## src/rtl/rs_issue_arbiter_if.sv

```systemverilog
// Issue-side bundle for one reservation station: allocation lanes, per-slot readiness,
// the FU valid/ready handshake, slot return and occupancy. master = arbiter, slave = RS/FU side.
interface rs_issue_arbiter_if #(
    parameter int NUM_RS_ENTRIES = 8
);
    localparam int IW = $clog2(NUM_RS_ENTRIES);

    logic                      flush;
    logic                      alloc_valid_0;
    logic [IW-1:0]             alloc_idx_0;
    logic                      alloc_valid_1;
    logic [IW-1:0]             alloc_idx_1;
    logic [NUM_RS_ENTRIES-1:0] entry_ready;
    logic                      issue_valid;
    logic [IW-1:0]             issue_idx;
    logic                      issue_ready;
    logic                      issue_free_valid;
    logic [IW:0]               issue_free;
    logic [IW:0]               occupancy;

    modport master (
        input  flush, alloc_valid_0, alloc_idx_0, alloc_valid_1, alloc_idx_1,
               entry_ready, issue_ready,
        output issue_valid, issue_idx, issue_free_valid, issue_free, occupancy
    );

    modport slave (
        output flush, alloc_valid_0, alloc_idx_0, alloc_valid_1, alloc_idx_1,
               entry_ready, issue_ready,
        input  issue_valid, issue_idx, issue_free_valid, issue_free, occupancy
    );
endinterface

```

## src/rtl/rs_issue_arbiter.sv

```systemverilog
// Reservation-station issue scheduler: picks one ready occupied slot per cycle for the FU and
// returns fired slots to the free list. RS_AGE_ORDER_EN selects oldest-first, else lowest index.
module rs_issue_arbiter #(
    parameter int NUM_RS_ENTRIES = 8,
    parameter int TYPE           = 0
) (
    input logic             clk,
    input logic             rst_n,
    rs_issue_arbiter_if.master bus
);
    localparam int N  = NUM_RS_ENTRIES;
    localparam int IW = $clog2(N);

    if (TYPE < 0 || TYPE > 2 || N < 2 || (N & (N - 1)) != 0) begin : g_bad_cfg
        $error("rs_issue_arbiter: unsupported TYPE or NUM_RS_ENTRIES");
    end

    logic [N-1:0]  occ;
    logic [N-1:0]  alloc_oh;
    logic [N-1:0]  pres_oh;
    logic [N-1:0]  cand;
    logic [IW:0]   occ_cnt;
    logic [IW:0]   alloc_cnt;
    logic          iv;
    logic [IW-1:0] iidx;
    logic          fv;
    logic [IW:0]   fidx;
    logic          fire;
    logic          sel_any;
    logic [IW-1:0] sel_idx;

    assign fire      = iv & bus.issue_ready;
    assign alloc_cnt = (IW+1)'(bus.alloc_valid_0) + (IW+1)'(bus.alloc_valid_1);

    always_comb begin
        alloc_oh = '0;
        pres_oh  = '0;
        if (bus.alloc_valid_0) alloc_oh[bus.alloc_idx_0] = 1'b1;
        if (bus.alloc_valid_1) alloc_oh[bus.alloc_idx_1] = 1'b1;
        if (iv)                pres_oh[iidx]             = 1'b1;
    end

    // The presented slot is never a candidate: it is either held or leaving this edge.
    assign cand    = occ & bus.entry_ready & ~pres_oh;
    assign sel_any = |cand;

`ifdef RS_AGE_ORDER_EN
    logic [N-1:0][N-1:0] older;
    logic [N-1:0][N-1:0] older_nxt;
    logic [N-1:0]        sel_oh;

    // A new slot is younger than everything occupied now; lane 0 beats lane 1 on a tie.
    always_comb begin
        older_nxt = older;
        if (bus.alloc_valid_0) begin
            for (int j = 0; j < N; j++) begin
                older_nxt[bus.alloc_idx_0][j] = 1'b0;
                older_nxt[j][bus.alloc_idx_0] = occ[j];
            end
        end
        if (bus.alloc_valid_1) begin
            for (int j = 0; j < N; j++) begin
                older_nxt[bus.alloc_idx_1][j] = 1'b0;
                older_nxt[j][bus.alloc_idx_1] = occ[j];
            end
        end
        if (bus.alloc_valid_0 && bus.alloc_valid_1) begin
            older_nxt[bus.alloc_idx_0][bus.alloc_idx_1] = 1'b1;
            older_nxt[bus.alloc_idx_1][bus.alloc_idx_0] = 1'b0;
        end
    end

    always_comb begin
        sel_oh  = '0;
        sel_idx = '0;
        for (int i = 0; i < N; i++) begin
            sel_oh[i] = cand[i];
            for (int j = 0; j < N; j++)
                if (cand[j] && older[j][i]) sel_oh[i] = 1'b0;
        end
        for (int i = 0; i < N; i++)
            if (sel_oh[i]) sel_idx = sel_idx | IW'(i);
    end

    always_ff @(posedge clk or negedge rst_n) begin
        if (!rst_n)         older <= '0;
        else if (bus.flush) older <= '0;
        else                older <= older_nxt;
    end
`else
    always_comb begin
        sel_idx = '0;
        for (int i = N - 1; i >= 0; i--)
            if (cand[i]) sel_idx = IW'(i);
    end
`endif

    always_ff @(posedge clk or negedge rst_n) begin
        if (!rst_n) begin
            occ     <= '0;
            occ_cnt <= '0;
            iv      <= 1'b0;
            iidx    <= '0;
            fv      <= 1'b0;
            fidx    <= '0;
        end else if (bus.flush) begin
            occ     <= '0;
            occ_cnt <= '0;
            iv      <= 1'b0;
            fv      <= 1'b0;
        end else begin
            occ     <= (occ & ~(pres_oh & {N{fire}})) | alloc_oh;
            occ_cnt <= occ_cnt + alloc_cnt - (IW+1)'(fire);
            fv      <= fire;
            if (fire) fidx <= {1'b0, iidx};
            if (!iv || fire) begin
                iv <= sel_any;
                if (sel_any) iidx <= sel_idx;
            end
        end
    end

    assign bus.issue_valid      = iv;
    assign bus.issue_idx        = iidx;
    assign bus.issue_free_valid = fv;
    assign bus.issue_free       = fidx;
    assign bus.occupancy        = occ_cnt;
endmodule

```

## src/flat_wrapper.sv

```systemverilog
// flat-port wrapper written by rule: the top's interface ports become plain ports
module rs_issue_arbiter_flat 
#(
    parameter int NUM_RS_ENTRIES = 8,
    parameter int TYPE           = 0
)
  (clk, rst_n, bus_flush, bus_alloc_valid_0, bus_alloc_idx_0, bus_alloc_valid_1, bus_alloc_idx_1, bus_entry_ready, bus_issue_ready, bus_issue_valid, bus_issue_idx, bus_issue_free_valid, bus_issue_free, bus_occupancy);
  rs_issue_arbiter_if #(.NUM_RS_ENTRIES(NUM_RS_ENTRIES)) bus_i ();
  input logic clk;
  input logic rst_n;
  input wire logic [$bits(bus_i.flush)-1:0] bus_flush;
  input wire logic [$bits(bus_i.alloc_valid_0)-1:0] bus_alloc_valid_0;
  input wire logic [$bits(bus_i.alloc_idx_0)-1:0] bus_alloc_idx_0;
  input wire logic [$bits(bus_i.alloc_valid_1)-1:0] bus_alloc_valid_1;
  input wire logic [$bits(bus_i.alloc_idx_1)-1:0] bus_alloc_idx_1;
  input wire logic [$bits(bus_i.entry_ready)-1:0] bus_entry_ready;
  input wire logic [$bits(bus_i.issue_ready)-1:0] bus_issue_ready;
  output wire logic [$bits(bus_i.issue_valid)-1:0] bus_issue_valid;
  output wire logic [$bits(bus_i.issue_idx)-1:0] bus_issue_idx;
  output wire logic [$bits(bus_i.issue_free_valid)-1:0] bus_issue_free_valid;
  output wire logic [$bits(bus_i.issue_free)-1:0] bus_issue_free;
  output wire logic [$bits(bus_i.occupancy)-1:0] bus_occupancy;
  assign bus_i.flush = bus_flush;
  assign bus_i.alloc_valid_0 = bus_alloc_valid_0;
  assign bus_i.alloc_idx_0 = bus_alloc_idx_0;
  assign bus_i.alloc_valid_1 = bus_alloc_valid_1;
  assign bus_i.alloc_idx_1 = bus_alloc_idx_1;
  assign bus_i.entry_ready = bus_entry_ready;
  assign bus_i.issue_ready = bus_issue_ready;
  assign bus_issue_valid = bus_i.issue_valid;
  assign bus_issue_idx = bus_i.issue_idx;
  assign bus_issue_free_valid = bus_i.issue_free_valid;
  assign bus_issue_free = bus_i.issue_free;
  assign bus_occupancy = bus_i.occupancy;
  rs_issue_arbiter #(.NUM_RS_ENTRIES(NUM_RS_ENTRIES), .TYPE(TYPE)) u_core (.clk(clk), .rst_n(rst_n), .bus(bus_i));
endmodule
```

## config.mk

```make
export PLATFORM = sky130hd
export DESIGN_NAME = rs_issue_arbiter_flat
export DESIGN_NICKNAME = d
export VERILOG_FILES = /design/src/rtl/rs_issue_arbiter_if.sv /design/src/rtl/rs_issue_arbiter.sv /design/src/flat_wrapper.sv
export SDC_FILE = /design/constraint.sdc
export NUM_CORES = 1
export LEC_CHECK = 0
export CAP_MARGIN = 20
export CORE_MARGIN = 5
export CORE_UTILIZATION = 30
export CTS_BUF_LIST = sky130_fd_sc_hd__clkbuf_2 sky130_fd_sc_hd__clkbuf_4 sky130_fd_sc_hd__clkbuf_8
export CTS_CLUSTER_DIAMETER = 80
export CTS_CLUSTER_SIZE = 25
export DETAILED_ROUTE_END_ITERATION = 12
export PLACE_DENSITY = 0.63
export REMOVE_ABC_BUFFERS = 1
export SLEW_MARGIN = 20
export SYNTH_ARGS = -nofsm -noshare
export SYNTH_HDL_FRONTEND = slang
export SYNTH_SLANG_ARGS = --single-unit
```

## constraint.sdc

```tcl
create_clock -name clk -period 2 [get_ports clk]
set_input_delay 0.4 -clock clk [delete_from_list [all_inputs] [get_ports clk]]
set_output_delay 0.4 -clock clk [all_outputs]
set_load 0.05 [all_outputs]
```

# [Word level (Yosys, flattened, before mapping)]
# Index checks and enable logic that the tools add are counted.
[totals] out_inout_bits=13 input_bits=20 wordCells=56 register_bits=20
[classes] add_sub_neg=3 n_bitwise=10 n_reduce_logical=9 magnitude_cmp=6 muxes=22
[op_table] op="8-bit bitwise AND" count=4
[op_table] op="8-bit two-way mux" count=4
[op_table] op="3-bit two-way mux" count=8
[op_table] op="8-bit inverter" count=2
[op_table] op="8-bit bitwise OR" count=2
[op_table] op="3-bit by 4-bit less-than comparator with 1-bit output (second input constant)" count=3
[op_table] op="1-bit demux with 3-bit select" count=3
[op_table] op="3-bit by 1-bit >= comparator with 1-bit output (second input constant)" count=3
[op_table] op="8-bit OR reduction" count=1
[op_table] op="1-bit two-way mux" count=6
[op_table] op="4-bit adder" count=1
[op_table] op="4-bit two-way mux" count=1
[op_table] op="4-bit by 1-bit subtractor with 4-bit output" count=1
[op_table] op="1-bit logical AND" count=3
[op_table] op="3-bit AND reduction" count=1
[op_table] op="1-bit by 1-bit adder with 2-bit output" count=1
[op_table] op="2-bit AND reduction" count=1
[op_table] op="2-bit nonzero test" count=1
[op_table] op="1-bit bitwise AND" count=1
[op_table] op="1-bit zero test" count=1
[op_table] op="1-bit logical OR" count=1
[op_table] op="1-bit inverter" count=1

# [Depth between registers and ports, before layout]
[logic_depth] depth_word=15 ltp_mapped=9 mapped_depth_nobuf=9

# [Least setup slack after synthesis]
# Ideal clock, no wire load.
[synth_timing] path_kind="register -> register" startpoint="register u_core.iv, in the netlist u_core.bus.issue_valid" endpoint="register u_core.occ_cnt[2], in the netlist u_core.bus.occupancy[2]" path_buffers=1 arrival_time_ns=2.022 required_time_ns=1.868 setup_slack_ns=-0.154 path_stages_with_launch=9 setup_ns=0.132 synth_period_minus_slack_ns=2.154 path_cell_list="dfrtp_1 > buf_4 > and2_1 > ha_1 > inv_1 > ha_1 > fa_1 > xnor2_1 > nor2_1"
[synth_via] elab_chain_len=3
[synth_lines] item="start: declaration" line_no="rs_issue_arbiter.sv:24" rtl="logic iv;"
[synth_lines] item="start signal: assignment" line_no="rs_issue_arbiter.sv:117" rtl="iv <= sel_any;"
[synth_lines] item="1-bit bitwise AND" line_no="rs_issue_arbiter.sv:32" rtl="assign fire = iv & bus.issue_ready;"
[synth_lines] item="4-bit by 1-bit subtractor with 4-bit output" line_no="rs_issue_arbiter.sv:113" rtl="occ_cnt <= occ_cnt + alloc_cnt - (IW+1)'(fire);"
[synth_lines] item="4-bit two-way mux" line_no="rs_issue_arbiter.sv:106" rtl="end else if (bus.flush) begin"
[synth_lines] item="end signal: assignment" line_no="rs_issue_arbiter.sv:113"
[synth_lines] item="end: declaration" line_no="rs_issue_arbiter.sv:22" rtl="logic [IW:0] occ_cnt;"
# No other way between the ends.
# A chain may end at the register's enable or synchronous reset.

# [Worst setup path in the final report]
[layout_timing] startpoint="input port bus_issue_ready" endpoint="register u_core.occ_cnt[1], in the netlist u_core.bus.occupancy[1]"
[layout_via] elab_chain_len=3
[layout_lines] item="start: declaration" line_no="flat_wrapper.sv:17" rtl="input wire logic [$bits(bus_i.issue_ready)-1:0] bus_issue_ready;"
[layout_lines] item="1-bit bitwise AND" line_no="rs_issue_arbiter.sv:32"
[layout_lines] item="4-bit by 1-bit subtractor with 4-bit output" line_no="rs_issue_arbiter.sv:113"
[layout_lines] item="4-bit two-way mux" line_no="rs_issue_arbiter.sv:106"
# No other way between the ends.

==> summary.txt <==
Global routing
  • Total GRT Usage: 0.118
  • Remaining Overflow, GRT: 0
  • Vias in the first global route: ~1.2k
  • Largest net degree at the start of global routing: 21
  • Initial antenna violation count: 0
  • First-pass GRT wire length: 5740 µm

Power
  • Clk pwr share: 0.202
  • Net Sw Frac: 0.411
  • Tot Pwr: roughly 0.0020 W
  • Power Dens Cells: roughly 1100 mW/mm²
  • Comb power frac: 0.496
  • Worst ir drop on vdd: 0.421 mV
  • Leak: 0.813 nW
  • P_sw: 0.000817 W
  • Power Internal: 0.00117 W
  • Sequential Power Share: 0.302

Synth
  • Syn Inst Count: 138
  • Seq/Total Area, Yosys: 0.373
  • Average cell area after synthesis: 9.72 µm²
  • Yosys reg bits: 20
  • Area share of the largest cell type after synthesis: 0.373
  • Synth cell types: between 40 and 50
  • Number of flops mapped to enable cells by yosys: 0
  • Leading post-synthesis cells by cell area: dfrtp_1 37%, ha_1 5.6%, nand3_1 4.1%
  • Dominant cell type by area after synthesis: dfrtp_1
  • Mapped Area: 0.00134 mm²
  • Yosys warns: 0
  • Async set-or-reset flop fraction in the synthesized netlist: 1.00
  • Top_reg_cell synth: dfrtp_1

STA
  • Slew @ Worst Pin: 0.528 ns
  • Skew final: ~0.0071 ns
  • Max Slew Vio Count: 0
  • Final worst path period share: 0.958
  • Slew Limit Headroom: 0.647
  • Setup WS post-layout: 0.0832 ns
  • Final hold vios: 0
  • F_max: 0.522 GHz
  • Hold WS: between 0.4 and 0.5 ns
  • Tmin final: roughly 1.9 ns
  • Finish-stage setup viols: 0
  • RSZ-0062 raised after global routing: no

Finish
  • Layout cells sized above 1: 0.227
  • Final #Nets: 209
  • Layout area overhead: 38.4%
  • Most common cell after layout, fill and taps aside: clkdlybuf4s50_1
  • # diodes: 0
  • Commonest non-fill, non-tap cells in the layout: 25 x clkdlybuf4s50_1, 20 x dfrtp_1, 18 x buf_4
  • Final Util: 0.426

Critical path
  • Worst setup EP type: register
  • Critical R2R Launch: u_core.bus.issue_idx[1]
  • Crit path arrival time: 2.07 ns
  • Kind of critical path: in2reg
  • Worst R2R Path Depth: 5
  • WP depth: 7
  • Crit path max-delay family: adder cells
  • CP bufs+invs: 2
  • CP max stage delay: 0.49 ns
  • Cell Chain, Critical Path: clkdlybuf4s50_1, and2_4, ha_1, inv_1, ha_2, fa_2, nor2b_1
  • Crit path max fanout: 2
  • Slowest cell on the critical path: clkdlybuf4s50_1
  • Required @ worst endpoint: 2.16 ns
  • Critical Path Start Type: input pin
  • Crit path from: bus_issue_ready

Clocking
  • CTS clk-pin slew, worst paths: 0.08 ns
  • CTS buffer count: 3
  • Post-CTS Setup Bufs: 0
  • H-tree levels: 1
  • CTS tree: yes
  • Clock network latency to the later pin of the worst-skew pair: roughly 0.26 ns
  • Sink Count: 20
  • CTS root buf: clkbuf_8
  • Clk buf depth: 2

Floorplan
  • Row cnt: 24
  • IO Pins: 33
  • Core Area: approximately 0.0044 mm²
  • Die area: around 0.0059 mm²
  • Die W: 76.9 µm
  • Die H: 76.9 µm
  • Starting Density: 0.308

Worst hold path
  • Worst hold path type: in2async

Place
  • IO buf count: 31
  • Hpwl dp: 2690 µm
  • GPL Wtd Cong: 0.871
  • Post-Place Worst Slack: -0.294 ns

Route
  • Routed Antenna Nets: 0
  • Via Count: 1196
  • Drt drc: 0
  • WL/cell: around 14 µm
  • Initial DRC Count: 39
  • WL final: 3360 µm
  • Via density per instance: about 5.1
  • 1st-pass router iterations: 4

Flow run
  • Max cap viols: 0

Outcome
  • Status: completed
## metrics by stage
step	std cells	cell area (µm²)	TNS, ns
3_3_place_gp	229	1770	-0.824
4_1_cts	233	1840	0
2_1_floorplan	132	1300	-0.298
5_1_grt	233	1860	0
3_5_place_dp	229	1770	-0.822
6_report	233	1860	0
## synth_stat cells (2+ instances only)
cell type,count
a21oi_1,8
a21oi_2,2
a22oi_1,2
a31oi_1,5
a32oi_1,2
buf_4,4
dfrtp_1,20
ha_1,6
inv_1,10
mux2_2,2
nand2_1,8
nand2b_1,4
nand3_1,11
nand4_1,2
nor2_1,6
nor2b_1,8
o21ai_0,9
o311ai_0,2
xnor2_1,2
## final cells by class
class / count / area, µm²
clock buffer: 3 / 41.3
clock inverter: 1 / 30.0
fill: 438 / 2500
inverter: 11 / 41.3
multi-input combinational: 101 / 768
sequential: 20 / 500
tap: 52 / 65.1
timing repair buffer: 45 / 410
## flip-flops by register name, summed over array words and instances, names as in the netlist
signal                       count
u_core.bus.issue_free_valid      1
u_core.bus.issue_valid           1
u_core.bus.occupancy             4
u_core.occ                       8
u_core.bus.issue_free            3
u_core.bus.issue_idx             3
## final timing paths
kind | endpoint | slack, ns
max | u_core.bus.occupancy[1] | 0.08
min reg2reg | u_core.bus.issue_free[2] | 0.51
max reg2reg | u_core.bus.issue_idx[1] | 0.11
max in group asynchronous | u_core.bus.issue_idx[0] | 1.31
min in group clk | u_core.bus.issue_free[2] | 0.51
min | u_core.occ[0] | 0.47
## kinds of logic after synthesis
family	after synthesis	synth area share
AND/OR/NAND/NOR	48	0.233
other	1	0.00280
multiplexers	3	0.0280
adder cells (fa/ha/maj)	7	0.0709
flip-flops	20	0.373
XOR/XNOR	3	0.0196
AO/OA/AOI/OAI	39	0.208
buffers and inverters	17	0.0644
## worst register-to-register path, stage by stage (launching register included)
cell and delay [ns]:
dfrtp_1 0.62, nand4b_4 0.15, and3_4 0.22, nor4_4 0.37
a21oi_2 0.12, mux2_4 0.30
## power groups by stage
| stage | clock network [W] | logic, W | registers, W |
|---|---|---|---|
| 2_1_floorplan | 0 | 0.000329 | 0.000878 |
| 3_3_place_gp | 0 | 0.000966 | 0.000606 |
| 3_5_place_dp | 0 | 0.000977 | 0.000610 |
| 4_1_cts | 0.000412 | 0.000994 | 0.000602 |
| 5_1_grt | 0.000431 | 0.00107 | 0.000617 |
| 6_report | 0.000401 | 0.000984 | 0.000601 |
## metal layers
layer	part of all wire	vias up	track usage
li1	-	586	-
met1	0.46	567	0.154
met2	0.47	41	0.191
met3	0.062	2	0.0375
met4	0.0054	0	0.0262
met5	0	-	0
## repair_timing
item,CTS,global route
hold buffers,0,0
pin swaps,0,3
endpoints found under the setup margin,2,3
gates resized for setup,2,5
(Power assumes the default switching activity.)
